===== config.mk =====
export PLATFORM = sky130hd
export DESIGN_NAME = thermal_tx_scheduler_flat
export DESIGN_NICKNAME = d
export VERILOG_FILES = /design/src/rtl/thermal_tx_scheduler_if.sv /design/src/rtl/thermal_tx_scheduler.sv /design/src/flat_wrapper.sv
export SDC_FILE = /design/constraint.sdc
export NUM_CORES = 1
export LEC_CHECK = 0
export CAP_MARGIN = 10
export CORE_ASPECT_RATIO = 1.2
export CORE_MARGIN = 4
export CORE_UTILIZATION = 65
export CTS_CLUSTER_SIZE = 25
export DETAILED_ROUTE_END_ITERATION = 12
export DONT_BUFFER_PORTS = 1
export PLACE_DENSITY = 0.81
export SLEW_MARGIN = 20
export SYNTH_ARGS = -nofsm -noshare
export SYNTH_HDL_FRONTEND = slang
export SYNTH_SLANG_ARGS = --single-unit

===== constraint.sdc =====
create_clock -name clk -period 5.1 [get_ports clk]
set_clock_uncertainty 0.05 [all_clocks]
set_input_delay 1.02 -clock clk [delete_from_list [all_inputs] [get_ports clk]]
set_output_delay 1.02 -clock clk [all_outputs]
set_load 0.01 [all_outputs]

===== src/rtl/thermal_tx_scheduler_if.sv =====
// Byte handshake between a data source and thermal_tx_scheduler.
// master drives data_in/data_valid, slave returns data_ready.
interface thermal_tx_scheduler_if #(
  parameter int unsigned DATA_W = 8
) ();

  logic [DATA_W-1:0] data_in;
  logic              data_valid;
  logic              data_ready;

  modport master (
    output data_in,
    output data_valid,
    input  data_ready
  );

  modport slave (
    input  data_in,
    input  data_valid,
    output data_ready
  );

endinterface


===== src/rtl/thermal_tx_scheduler.sv =====
// Thermal channel transmitter: frames each accepted byte as an alternating
// preamble, MSB-first data bits and a heater-off guard interval, driving all
// heater banks with the same on-off keyed enable.
// Optional build macro THERMAL_TX_MANCHESTER_EN: each data bit is sent as two
// half-bits (1 = on/off, 0 = off/on); preamble, guard and frame length unchanged.
module thermal_tx_scheduler #(
  parameter int unsigned DATA_W     = 8,
  parameter int unsigned N_BANKS    = 4,
  parameter int unsigned PERIOD_W   = 32,
  parameter int unsigned PRE_BITS   = 4,
  parameter int unsigned GUARD_BITS = 2
) (
  input  logic                 clk,
  input  logic                 reset,
  input  logic [PERIOD_W-1:0]  cfg_bit_period,
  input  logic                 abort,
  thermal_tx_scheduler_if.slave tx,
  output logic [N_BANKS-1:0]   heater_en,
  output logic                 busy,
  output logic                 bit_tick,
  output logic                 frame_done
);

  localparam int unsigned MaxPreData = (PRE_BITS > DATA_W) ? PRE_BITS : DATA_W;
  localparam int unsigned MaxBits    = (MaxPreData > GUARD_BITS) ? MaxPreData : GUARD_BITS;
  localparam int unsigned BitW       = (MaxBits > 1) ? $clog2(MaxBits) : 1;

  typedef enum logic [1:0] {StIdle, StPre, StData, StGuard} state_e;

  state_e              state_q, state_d;
  logic [PERIOD_W-1:0] cnt_q, cnt_d;
  logic [PERIOD_W-1:0] period_q, period_d;
  logic [BitW-1:0]     bit_q, bit_d;
  logic [DATA_W-1:0]   sh_q, sh_d;
  logic                aborted_q, aborted_d;

  logic [N_BANKS-1:0]  heater_q, heater_d;
  logic                busy_q, busy_d;
  logic                tick_q, tick_d;
  logic                done_q, done_d;
  logic                ready_q, ready_d;
  logic                heater_bit;

  logic [PERIOD_W-1:0] eff_period;
  logic                accept;
  logic                period_end;
  logic                abort_hit;
  logic                last_pre, last_data, last_guard;

  // Periods below 2 cycles are clamped so every bit has a distinct tick cycle.
  assign eff_period = (cfg_bit_period < PERIOD_W'(2)) ? PERIOD_W'(2) : cfg_bit_period;
  assign accept     = (state_q == StIdle) && tx.data_valid && ready_q;
  assign period_end = (cnt_q == '0);
  assign abort_hit  = abort && ((state_q == StPre) || (state_q == StData));
  assign last_pre   = (bit_q == BitW'(PRE_BITS - 1));
  assign last_data  = (bit_q == BitW'(DATA_W - 1));
  assign last_guard = (bit_q == BitW'(GUARD_BITS - 1));

  assign heater_en     = heater_q;
  assign busy          = busy_q;
  assign bit_tick      = tick_q;
  assign frame_done    = done_q;
  assign tx.data_ready = ready_q;

  // FSM state register.
  always_ff @(posedge clk or posedge reset) begin
    if (reset) begin
      state_q <= StIdle;
    end else begin
      state_q <= state_d;
    end
  end

  // Next state plus bit counter, period and shift register updates.
  always_comb begin
    state_d   = state_q;
    cnt_d     = cnt_q;
    period_d  = period_q;
    bit_d     = bit_q;
    sh_d      = sh_q;
    aborted_d = aborted_q;
    unique case (state_q)
      StIdle: begin
        if (accept) begin
          state_d   = StPre;
          period_d  = eff_period;
          cnt_d     = eff_period - PERIOD_W'(1);
          bit_d     = '0;
          sh_d      = tx.data_in;
          aborted_d = 1'b0;
        end
      end
      StPre, StData: begin
        if (abort_hit) begin
          // Abandon the frame but still enforce a full cool-down.
          state_d   = StGuard;
          cnt_d     = period_q - PERIOD_W'(1);
          bit_d     = '0;
          aborted_d = 1'b1;
        end else if (period_end) begin
          cnt_d = period_q - PERIOD_W'(1);
          if ((state_q == StPre) ? last_pre : last_data) begin
            state_d = (state_q == StPre) ? StData : StGuard;
            bit_d   = '0;
          end else begin
            bit_d = bit_q + BitW'(1);
            if (state_q == StData) begin
              sh_d = sh_q << 1;
            end
          end
        end else begin
          cnt_d = cnt_q - PERIOD_W'(1);
        end
      end
      StGuard: begin
        if (period_end) begin
          if (last_guard) begin
            state_d = StIdle;
          end else begin
            bit_d = bit_q + BitW'(1);
            cnt_d = period_q - PERIOD_W'(1);
          end
        end else begin
          cnt_d = cnt_q - PERIOD_W'(1);
        end
      end
      default: state_d = StIdle;
    endcase
  end

`ifdef THERMAL_TX_MANCHESTER_EN
  logic [PERIOD_W-1:0] half_d;
  // Counter values >= ceil(P/2) form the first floor(P/2) cycles of a bit.
  assign half_d = period_d - (period_d >> 1);
`endif

  // Output values for the next cycle, derived from the next state.
  always_comb begin
    heater_bit = 1'b0;
    unique case (state_d)
      StPre:  heater_bit = ~bit_d[0];
`ifdef THERMAL_TX_MANCHESTER_EN
      StData: heater_bit = sh_d[DATA_W-1] ^ (cnt_d < half_d);
`else
      StData: heater_bit = sh_d[DATA_W-1];
`endif
      default: heater_bit = 1'b0;
    endcase
    heater_d = {N_BANKS{heater_bit}};
    busy_d   = (state_d != StIdle);
    ready_d  = (state_d == StIdle);
    tick_d   = accept ||
               ((state_q != StIdle) && (state_d != StIdle) && (period_end || abort_hit));
    done_d   = (state_q == StGuard) && (state_d == StIdle) && !aborted_q;
  end

  // Datapath and registered outputs.
  always_ff @(posedge clk or posedge reset) begin
    if (reset) begin
      cnt_q     <= '0;
      period_q  <= PERIOD_W'(2);
      bit_q     <= '0;
      sh_q      <= '0;
      aborted_q <= 1'b0;
      heater_q  <= '0;
      busy_q    <= 1'b0;
      tick_q    <= 1'b0;
      done_q    <= 1'b0;
      ready_q   <= 1'b0;
    end else begin
      cnt_q     <= cnt_d;
      period_q  <= period_d;
      bit_q     <= bit_d;
      sh_q      <= sh_d;
      aborted_q <= aborted_d;
      heater_q  <= heater_d;
      busy_q    <= busy_d;
      tick_q    <= tick_d;
      done_q    <= done_d;
      ready_q   <= ready_d;
    end
  end

endmodule


===== src/flat_wrapper.sv =====
// flat-port wrapper written by rule: the top's interface ports become plain ports
module thermal_tx_scheduler_flat 
#(
  parameter int unsigned DATA_W     = 8,
  parameter int unsigned N_BANKS    = 4,
  parameter int unsigned PERIOD_W   = 32,
  parameter int unsigned PRE_BITS   = 4,
  parameter int unsigned GUARD_BITS = 2
)
  (clk, reset, cfg_bit_period, abort, heater_en, busy, bit_tick, frame_done, tx_data_in, tx_data_valid, tx_data_ready);
  thermal_tx_scheduler_if #(.DATA_W(DATA_W)) tx_i ();
  input  logic clk;
  input  logic reset;
  input  logic [PERIOD_W-1:0] cfg_bit_period;
  input  logic abort;
  output logic [N_BANKS-1:0] heater_en;
  output logic busy;
  output logic bit_tick;
  output logic frame_done;
  input wire logic [$bits(tx_i.data_in)-1:0] tx_data_in;
  input wire logic [$bits(tx_i.data_valid)-1:0] tx_data_valid;
  output wire logic [$bits(tx_i.data_ready)-1:0] tx_data_ready;
  assign tx_i.data_in = tx_data_in;
  assign tx_i.data_valid = tx_data_valid;
  assign tx_data_ready = tx_i.data_ready;
  thermal_tx_scheduler #(.DATA_W(DATA_W), .N_BANKS(N_BANKS), .PERIOD_W(PERIOD_W), .PRE_BITS(PRE_BITS), .GUARD_BITS(GUARD_BITS)) u_core (.clk(clk), .reset(reset), .cfg_bit_period(cfg_bit_period), .abort(abort), .tx(tx_i), .heater_en(heater_en), .busy(busy), .bit_tick(bit_tick), .frame_done(frame_done));
endmodule

* Yosys cells after proc, flatten, opt, wreduce, memory -nomap -nowiden
Index checks and enable logic that the tools add are counted.
** Storage, ports and cells
- Output and inout bits :: 8
- Bits of input ports :: 44
- Word-level logic and storage cells :: 93
- Register bits after elaboration :: 83
** Operators by class
- Multiplexer cells :: 33
- Equal/unequal tests :: 18
- Add/sub/neg operators :: 4
- Order comparisons :: 1
- Reductions and logical operators :: 23
- Bitwise logic cells :: 1
** Operators by type and width (count)
- $mux W32 :: 6
- $pmux W32 S3 :: 1
- $sub A32 B1 Y32 const B :: 3
- $mux W8 :: 5
- $logic_not A32 Y1 :: 1
- $lt A32 B2 Y1 const B :: 1
- $mux W3 :: 6
- $pmux W8 S2 :: 1
- $mux W2 :: 6
- $ne A2 B1 Y1 const B :: 5
- $pmux W3 S3 :: 1
- $logic_and A1 B1 Y1 :: 7
- $eq A2 B2 Y1 const B :: 3
- $ne A2 B2 Y1 const B :: 3
- $pmux W2 S3 :: 1
- $reduce_and A6 Y1 :: 1
- $reduce_bool A2 Y1 :: 3
- $eq A2 B1 Y1 const B :: 2
- $logic_not A2 Y1 :: 2
- $mux W1 :: 4
- $pmux W1 S2 :: 2
- $reduce_and A2 Y1 :: 2
- $reduce_and A4 Y1 :: 1
- $add A3 B1 Y3 const B :: 1
- other kinds (10) :: 12

* Depth between registers and ports, before layout
Gate-level depths: netlist (run 1).
- Word-level depth :: 10
- Mapped depth :: 13
- Depth with buffers taken out :: 13

* Least setup slack after synthesis (run 1)
OpenSTA, ideal clock, no wires.
- Path kind :: input to register
- Start point :: in cfg_bit_period[5]
- End point :: reg u_core.cnt_q[28]
- Data required time :: 4.929 ns
- Arrival time :: 3.787 ns
- Path slack :: 1.142 ns
- Stages :: 12
- Setup time :: 0.121 ns
- Path buffers :: 1
- Path through :: or4_1 clkbuf_1 nor4_1 nand3_1 nand2_1 ha_1 nand2b_1 nor3_2 nand4_1 o41ai_1 o21ai_0 a22o_1
** On the way
- Longest elaborated chain between the ends :: 5
** RTL lines
- from (decl) :: line flat_wrapper.sv:14 : input logic [PERIOD_W-1:0] cfg_bit_period;
- $lt A32 B2 Y1 :: line thermal_tx_scheduler.sv:51 : assign eff_period = (cfg_bit_period < PERIOD_W'(2)) ? PERIOD_W'(2) : cfg_bit_period;
- $mux W32 (*) :: line thermal_tx_scheduler.sv:51
- $sub A32 B1 Y32 (*) :: line thermal_tx_scheduler.sv:87 : cnt_d = eff_period - PERIOD_W'(1);
- $mux W32 (*) :: line thermal_tx_scheduler.sv:84 : if (accept) begin
- $pmux W32 S3 (*) :: line thermal_tx_scheduler.sv:82 : unique case (state_q)
- to (signal assigned) :: line thermal_tx_scheduler.sv:171 : cnt_q <= cnt_d;
- to (decl) :: line thermal_tx_scheduler.sv:31 : logic [PERIOD_W-1:0] cnt_q, cnt_d;
Mark *: on every way between the ends. The rest lies on a longest branch, timed or not. The select of a mux whose other input is x is not followed.
A chain may end at the register's enable or synchronous reset.

* Final worst setup path (run 1)
- Start point :: in cfg_bit_period[27]
- End point :: reg u_core.cnt_q[28]
Same word-level chain as after synthesis.

==> out/metrics.yaml, run 1 <==
htreeDepth: 3
drc: 0
grt_max_degree: 48
cp_cell_sequence: "or4_1 > nor4_1 > nand3_1 > buf_4 > nand2_1 > ha_1 > nand2b_1 > nor3_2 > nand4_1 > o311ai_0 > o41ai_1 > o21ai_0 > a22o_1"
arrival_ps: 4200
syn-cell-area_um2: 6080
area_delta_synth_final_pct: 4.01
drt_iter0_drc: 626
wl_mm: 17.6
path_delay_family: "simple AND/OR/NAND/NOR gates"
grt_pass1_vias: 5539
synth_most_common_cell: "nand2_1"
rsz0062_at_grt: "false"
ant_nets: 0
ys_types: 71
die_area_um2: 11000
critPathMaxFanout: 8
dr.pass1.iters: 5
synth_edf_count: 0
initial_core_util_pct: 66.9
worstMarginPinSlew_ps: 869
period_share_pct: 77.3
synthFlopType: "dfrtp_1"
crit_type: "primary input to flop"
antenna_cells: 0
io_buffers: 0
setup_violations: 0
fmax_ghz: 0.254
synth_area_per_cell_um2: 8.21
nets: 779
drive_above_1_share_pct: 7.29
cp-start-kind: "primary input"
final_util_pct: 69.6
die_x_um: 96.3
power_density_nw_per_um2: 545
clk_path_buf_depth: 2
gp_congestion: 1.05
clk_latency_ps: 370
crit_required_ps: 5360
synthArstFlopShare_pct: 100
ctsHoldBuffers: 0
cpMaxStageDelayCell: "or4_1"
synthTopCellsByArea: "dfrtp_1 (34%), nand2_1 (8.3%), xnor2_1 (5.2%)"
finalSetupTns_ps: 0
slew_violations: 0
vias: 5707
synth_cells: 740
hp-class: "flop to flop"
cp-end-kind: "flop"
grt_pass1_wl_mm: 28.6
cts_buffers: 9
overflow: 0
maxCapViolCount: 0
peakVddDrop_mv: 0.341
finalWorstSetupSlack_ps: 1160
postCtsSetupBuffers: 0
antenna_found_initial: 0
slew_headroom_pct: 42.1
ios: 52
yosys-top-cells-count: "nand2_1 (134), dfrtp_1 (82), nor2_1 (57), xnor2_1 (36)"
clock-root-buffer: "clkbuf_8"
synth_top_area_share_pct: 33.8
cts.sinks: 83
final.min_clock_period_ps: 3940
yosys.area.top_type: "dfrtp_1"
cts-resized-gates: 0
dp_slack_ps: 883
path_buf_inv: 1
syn_nets: 797
grt_use_total_pct: 33.8
die_y_um: 114
ys_seq_area_share_pct: 34.2
avgViaCountPerCell: 6.74
outcome: "finished, final reports clean"
cts_tree: "yes"
coreArea_um2: 9080
ys_seq_elements: 83
dp_hpwl_mm: 12.9
clkTransAtPathRegs_ps: 90
p_leak_nw: 2.69
routedWlPerCell_um: 20.8
final_hold_viol_count: 0
cp_slowest_stage_delay_ps: 610
yosys_warnings: 0
rows: 38
report.power.total_mw: 3.45
flip-flops by register name (all words and copies together), names as in the netlist:
name	cells
u_core.sh_q	8
u_core.tx.data_ready	1
u_core.bit_q	3
u_core.aborted_q	1
u_core.bit_tick	1
u_core.cnt_q	32
u_core.busy	1
u_core.state_q	2
u_core.frame_done	1
u_core.heater_en	1
u_core.period_q	32
cells in the final DEF, fill, tap and decap left out, drive strengths merged, types with 21 or more instances in the layout:
cell type | Yosys | routed
nor4 | 26 | 26
nor2 | 57 | 57
o21ai | 43 | 43
a21oi | 36 | 36
dfrtp | 82 | 82
xnor2 | 36 | 36
inv | 22 | 21
xor2 | 35 | 35
nand3 | 28 | 28
nand2 | 135 | 135
nor3 | 30 | 30
logic make-up after synthesis:
kind of cell | share of synthesized area, %
AND/OR/NAND/NOR | 29.0
AO/OA/AOI/OAI | 18.7
flip-flops | 34.2
XOR/XNOR | 10.2
buffers and inverters | 4.51
adder cells (fa/ha/maj) | 2.68
multiplexers | 0.679
final cells by class:
cell class	instances	area (um^2)
Timing Repair Buffer	11	82.6
Sequential cell	83	2080
Clock inverter	2	35.0
Tap cell	120	150
Fill cell	731	2760
Clock buffer	14	163
Inverter	22	83.8
Multi-Input combinational cell	595	3730
per-layer routing:
metal | vias up | part of all wire [%] | wire, um | track usage [%]
li1 | 2635 | - | - | -
met2 | 339 | 47 | 8210 | 51.9
met4 | 0 | 2.4 | 421 | 11.2
met5 | - | 0 | 0 | 0
met1 | 2700 | 40 | 7070 | 47.0
met3 | 33 | 11 | 1910 | 8.05
where the power goes:
| group | total [mW] | internal, mW | switching (mW) |
|---|---|---|---|
| Sequential | 1.16 | 0.881 | 0.276 |
| Clock | 0.498 | 0.254 | 0.245 |
| Combinational | 1.79 | 0.720 | 1.07 |
worst paths after layout:
| check | start | slack (ps) | end | cells after the start |
|---|---|---|---|---|
| hold / removal | u_core.aborted_q | 390 | u_core.frame_done | 1 |
| max in group asynchronous | reset | 3390 | u_core.period_q[13] | 2 |
| min in group asynchronous | reset | 560 | u_core.period_q[21] | 1 |
| setup reg to reg | u_core.cnt_q[3] | 1270 | u_core.cnt_q[15] | 7 |
| hold reg to reg | u_core.aborted_q | 390 | u_core.frame_done | 1 |
| setup / recovery | cfg_bit_period[27] | 1160 | u_core.cnt_q[28] | 13 |
per-stage QoR:
step / hold WS [ps] / instances / instance area [um^2]
after global routing: 425 / 847 / 6320
after floorplan: 351 / 740 / 6080
after global placement: 376 / 831 / 6120
after detailed placement: 382 / 831 / 6120
final: 390 / 847 / 6320
after CTS: 395 / 847 / 6320
worst reg2reg max path, stage by stage (launching register included):
cell,delay (ps)
dfrtp_1,450
or4_1,690
nor4_4,520
nand3_1,550
o21ai_4,760
buf_4,380
nor2_1,80
a22o_1,230
No activity file was read; power rests on OpenSTA's default activity.
==> run 2: changes to the inputs <==
==> constraint.sdc (replaced) <==
create_clock -name clk -period 3.9 [get_ports clk]
set_clock_uncertainty 0.05 [all_clocks]
set_input_delay 0.78 -clock clk [delete_from_list [all_inputs] [get_ports clk]]
set_output_delay 0.78 -clock clk [all_outputs]
set_load 0.01 [all_outputs]
==> run 2 against run 1 <==
Setup slack worse by 780 ps. Power up 31%. Critical path type is now flop to flop. Critical endpoint is now u_core.heater_en[0]. Flip-flop and latch count unchanged.
==> out/metrics.yaml, run 2 (synthesized netlist as in run 1, its figures left out) <==
n_fill_cell: 762  # +4.2%
ant_nets: 0  # unchanged
rsz0062_at_grt: "false"
instances_no_fill: 853  # +0.71%
outcome: "finished, final reports clean"
holdWs_ps: 390  # -0.0790 ps
area_delta_synth_final_pct: 4.71
hp-start: "u_core.aborted_q"
antenna_cells: 0  # unchanged
nets: 786  # +0.90%
final_common_cell: "nand2_1"
biggestRegsByFlops: "u_core.cnt_q x32, u_core.period_q x32, u_core.sh_q x8"
setup_violations: 0  # unchanged
wl_mm: 17.8  # +0.75%
initial_core_util_pct: 66.9  # unchanged
critPathMaxFanout: 6  # -2
dr.pass1.iters: 5  # unchanged
io_buffers: 0  # unchanged
report.power.total_mw: 4.50  # +31%
cts.sinks: 83  # unchanged
die_y_um: 114  # unchanged
slew_violations: 0  # unchanged
regToRegEndpoint: "u_core.heater_en[0]"
cts_buffers: 9  # unchanged
dp_slack_ps: 128  # -755 ps
routedWlPerCell_um: 20.8  # about the same
ctsHoldBuffers: 0  # unchanged
p_leak_nw: 2.72  # +0.97%
gp_congestion: 1.06  # +1.3%
postPlaceCellArea_um2: 6190  # +1.1%
clock-root-buffer: "clkbuf_8"
clk_latency_ps: 380  # about the same
final_cell_mix: "nand2_1 (134), dfrtp_1 (82), nor2_1 (57)"
grt_pass1_vias: 5586  # +0.85%
cp-start-kind: "flop"
finalWorstSetupSlack_ps: 379  # -781 ps
drc: 0  # unchanged
power_density_nw_per_um2: 707  # +30%
vias: 5759  # +0.91%
postCtsSetupBuffers: 0  # unchanged
overflow: 0  # unchanged
fmax_ghz: 0.284
grt_max_degree: 84  # +75%
hold_depth: 1  # unchanged
finalSetupTns_ps: 0  # unchanged
peakVddDrop_mv: 0.492  # +44%
coreArea_um2: 9080  # unchanged
timing.reg2reg.setup_slack_ps: 380  # -890 ps
die_area_um2: 11000  # unchanged
r2r_start: "u_core.cnt_q[19]"
final_hold_viol_count: 0  # unchanged
grt_pass1_wl_mm: 28.6  # -0.17%
design_area_um2: 6360  # +0.67%
cts_tree: "yes"
rows: 38  # unchanged
clkTransAtPathRegs_ps: 90  # about the same
maxCapViolCount: 0  # unchanged
grt_use_total_pct: 34.0  # +0.16 points
ios: 52  # unchanged
dp_hpwl_mm: 13.0  # +0.70%
slew_headroom_pct: 48.9  # +6.8 points
cts-resized-gates: 0  # unchanged
avgViaCountPerCell: 6.75  # +0.20%
arrival_ps: 3730  # -470 ps
period_share_pct: 90.3
crit_required_ps: 4110  # -1250 ps
final_util_pct: 70.1  # +0.47 points
drt_iter0_drc: 624  # -0.32%
min_to: "u_core.frame_done"
die_x_um: 96.3  # unchanged
antenna_found_initial: 0  # unchanged
clk_path_buf_depth: 2  # unchanged
worstMarginPinSlew_ps: 765  # -104 ps
final.min_clock_period_ps: 3520
cp-end-kind: "flop"
hp-class: "flop to flop"
reg2reg_depth: 10  # +3
post-place-cells: 838  # +0.84%
drive_above_1_share_pct: 7.91  # +0.62 points
htreeDepth: 3  # unchanged
crit_type: "flop to flop"
run 2: where the power goes:
part	total, mW	switching [mW]	internal (mW)
Combinational	2.37	1.40	0.962
Clock	0.614	0.322	0.292
Sequential	1.52	0.366	1.15
run 2: cell type report:
type	count	area, um^2	share of cell area, %
clock buffer	12	135	2.12
inverter	22	83.8	1.32
multi-input combinational	595	3730	58.5
tap	120	150	2.36
clock inverter	3	40.0	0.629
timing repair buffer	18	151	2.38
sequential	83	2080	32.7
run 2: metal layers:
metal / part of all wire [%] / global-route usage, % / vias up
met3: 9.6 / 7.78 / 53
met1: 40 / 46.0 / 2734
met5: 0 / 0 / -
li1: - / - / 2637
met2: 48 / 52.4 / 335
met4: 3.0 / 13.7 / 0
run 2: worst max-delay path by stage:
stage / start / depth (start not counted) / to
3_3_place_gp: cfg_bit_period[11] / 11 / u_core.cnt_q[28]
2_1_floorplan: cfg_bit_period[5] / 12 / u_core.cnt_q[28]
4_1_cts: u_core.cnt_q[19] / 10 / u_core.heater_en[0]
3_5_place_dp: cfg_bit_period[11] / 11 / u_core.cnt_q[28]
5_1_grt: u_core.cnt_q[19] / 10 / u_core.heater_en[0]
6_report: u_core.cnt_q[19] / 10 / u_core.heater_en[0]
run 2: worst max-delay path: stages (launching register included):
cell and delay [ps]:
dfrtp_1 450, or4_1 620, or4b_4 540, nor4_4 410
mux2i_1 150, a211oi_2 290, nand2_1 110, a21oi_1 230
ha_1 280, and2_1 160, o2bb2ai_1 120
==> run 3: changes to the inputs <==
--- a/config.mk
+++ b/config.mk
@@ -9,6 +9,7 @@
 export CORE_ASPECT_RATIO = 1.2
 export CORE_MARGIN = 4
 export CORE_UTILIZATION = 65
+export CTS_CLUSTER_DIAMETER = 40
 export CTS_CLUSTER_SIZE = 25
 export DETAILED_ROUTE_END_ITERATION = 12
 export DONT_BUFFER_PORTS = 1
==> constraint.sdc (replaced) <==
create_clock -name clk -period 3.9 [get_ports clk]
set_clock_uncertainty 0.05 [all_clocks]
set_input_delay 0.585 -clock clk [delete_from_list [all_inputs] [get_ports clk]]
set_output_delay 0.585 -clock clk [all_outputs]
set_load 0.01 [all_outputs]
==> run 3 against run 2 <==
Flip-flop and latch count is the same. Die area is the same. Critical path type unchanged. Non-clock buffer count shrank 1. Core utilization shrank 0.30 points. Largest cell class unchanged.
==> out/metrics.yaml, run 3 (synthesized netlist as in run 1, its figures left out) <==
final_common_cell: "nand2_1"
rsz0062_at_grt: "false"
grt_pass1_vias: 5435  # -2.7%
p_seq_share_pct: 33.5  # -0.2 points
clock-root-buffer: "clkbuf_8"
grt_pass1_wl_mm: 28.9  # +1.1%
die_area_um2: 11000  # unchanged
coreArea_um2: 9080  # unchanged
routedWlPerCell_um: 21.0  # +1.1%
report.power.total_mw: 4.50  # about the same
fmax_ghz: 0.280  # -1.3%
dr.pass1.iters: 5  # unchanged
outcome: "finished, final reports clean"
dp_hpwl_mm: 13.0  # -0.54%
cp-end-kind: "flop"
ios: 52  # unchanged
htreeDepth: 3  # unchanged
period_share_pct: 91.4  # +1.2 points
clk_path_buf_depth: 2  # unchanged
clkTransAtPathRegs_ps: 90  # about the same
worstMarginPinSlew_ps: 1000  # +236 ps
p_clk_share_pct: 13.0  # -0.7 points
drive_above_1_share_pct: 8.05  # +0.14 points
peakVddDrop_mv: 0.456  # -7.4%
crit_required_ps: 4110  # about the same
antenna_cells: 0  # unchanged
grt_use_total_pct: 34.6  # +0.57 points
final_cell_mix: "nand2_1 (134), dfrtp_1 (82), nor2_1 (57)"
avgViaCountPerCell: 6.79  # +0.50%
hp-class: "primary input to async pin"
initial_core_util_pct: 66.9  # unchanged
p_sw_share_pct: 47.8  # +1.3 points
critPathMaxFanout: 8  # +2
drt_iter0_drc: 817  # +31%
postPlaceCellArea_um2: 6170  # -0.32%
clk_latency_ps: 380  # about the same
p_sw_mw: 2.15  # +2.8%
n_fill_cell: 738  # -3.1%
design_area_um2: 6340  # -0.43%
cts_tree: "yes"
ant_nets: 0  # unchanged
instances_no_fill: 853  # unchanged
crit_type: "flop to flop"
power_density_nw_per_um2: 710  # +0.43%
final_hold_viol_count: 0  # unchanged
slew_headroom_pct: 33.2  # -16 points
holdWs_ps: 237  # -154 ps
p_leak_nw: 2.70  # -0.41%
vias: 5788  # +0.50%
ff_latch_area_um2: 2080  # unchanged
cts_buffers: 9  # unchanged
rows: 38  # unchanged
maxCapViolCount: 0  # unchanged
post-place-cells: 837  # -0.12%
postCtsSetupBuffers: 0  # unchanged
overflow: 0  # unchanged
pwr-share-comb_pct: 53.5  # +0.9 points
slew_violations: 0  # unchanged
setup_violations: 0  # unchanged
final.min_clock_period_ps: 3570  # +45.9 ps
biggestRegsByFlops: "u_core.cnt_q x32, u_core.period_q x32, u_core.sh_q x8"
wl_mm: 17.9  # +1.1%
ctsHoldBuffers: 0  # unchanged
io_buffers: 0  # unchanged
die_x_um: 96.3  # unchanged
cts-resized-gates: 0  # unchanged
power.internal_mw: 2.35  # -2.5%
cp-start-kind: "flop"
arrival_ps: 3770  # +40 ps
grt_max_degree: 54  # -36%
cts.sinks: 83  # unchanged
drc: 0  # unchanged
die_y_um: 114  # unchanged
antenna_found_initial: 0  # unchanged
finalSetupTns_ps: 0  # unchanged
multi_input_area_um2: 3730  # unchanged
gp_congestion: 1.06  # +0.30%
nets: 785  # -0.13%
area_delta_synth_final_pct: 4.26
==> run 3: cell types whose count changed in the layout (fill, tap and decap cells not counted), sizes merged <==
cell | before | now
clkinv | 3 | 4
clkinvlp | 0 | 1
bufinv | 1 | 0
buf | 18 | 17
==> run 3: cell type report <==
type,instances,area share [%]
timing repair buffer,17,2.01
clock inverter,4,0.415
inverter,22,1.32
clock buffer,12,2.29
sequential,83,32.8
multi-input combinational,595,58.8
tap,120,2.37
==> run 3: power by group through the flow <==
stage / Sequential, mW / Combinational [mW] / Clock [mW]
after floorplan: 1.40 / 1.89 / 0
after global placement: 1.49 / 2.24 / 0
after detailed placement: 1.51 / 2.32 / 0
after CTS: 1.49 / 2.35 / 0.580
after global routing: 1.54 / 2.64 / 0.620
final: 1.51 / 2.41 / 0.583
==> run 3: routing by layer <==
metal	track usage [%]	vias to the layer above	wire [um]
li1	-	2630	-
met1	49.3	2686	6930
met2	51.4	409	8310
met3	6.07	63	2000
met4	15.1	0	705
met5	0	-	0
==> run 3: worst paths after layout <==
path                                         start             endpoint  slack [ps]  cells past startpoint
worst max-delay path              u_core.cnt_q[15]  u_core.heater_en[0]         330                     10
worst min-delay path                         reset       u_core.sh_q[0]         240                      1
worst max register to register    u_core.cnt_q[15]  u_core.heater_en[0]         330                     10
worst min register to register    u_core.aborted_q    u_core.frame_done         390                      1
max in group asynchronous                    reset  u_core.period_q[18]        2760                      2
min in group clk                cfg_bit_period[21]  u_core.period_q[21]         260                      2
==> run 3: worst max-delay path, cell delays in order, from the launching register on <==
cell and delay [ps]:
dfrtp_1 430, or4_1 700, or4b_4 600, nor4_4 380, mux2i_1 160, a211oi_2 260
nand2_1 100, a21oi_1 220, ha_1 270, and2_1 160, o2bb2ai_1 130
==> run 3: per-stage QoR <==
stage / setup slack (ps) / utilization (%)
floorplan: 377 / -
detailed placement: 102 / 67.9
finish: 334 / 69.8
CTS: 383 / 69.8
global route: 207 / 69.8
global placement: 258 / 67.9
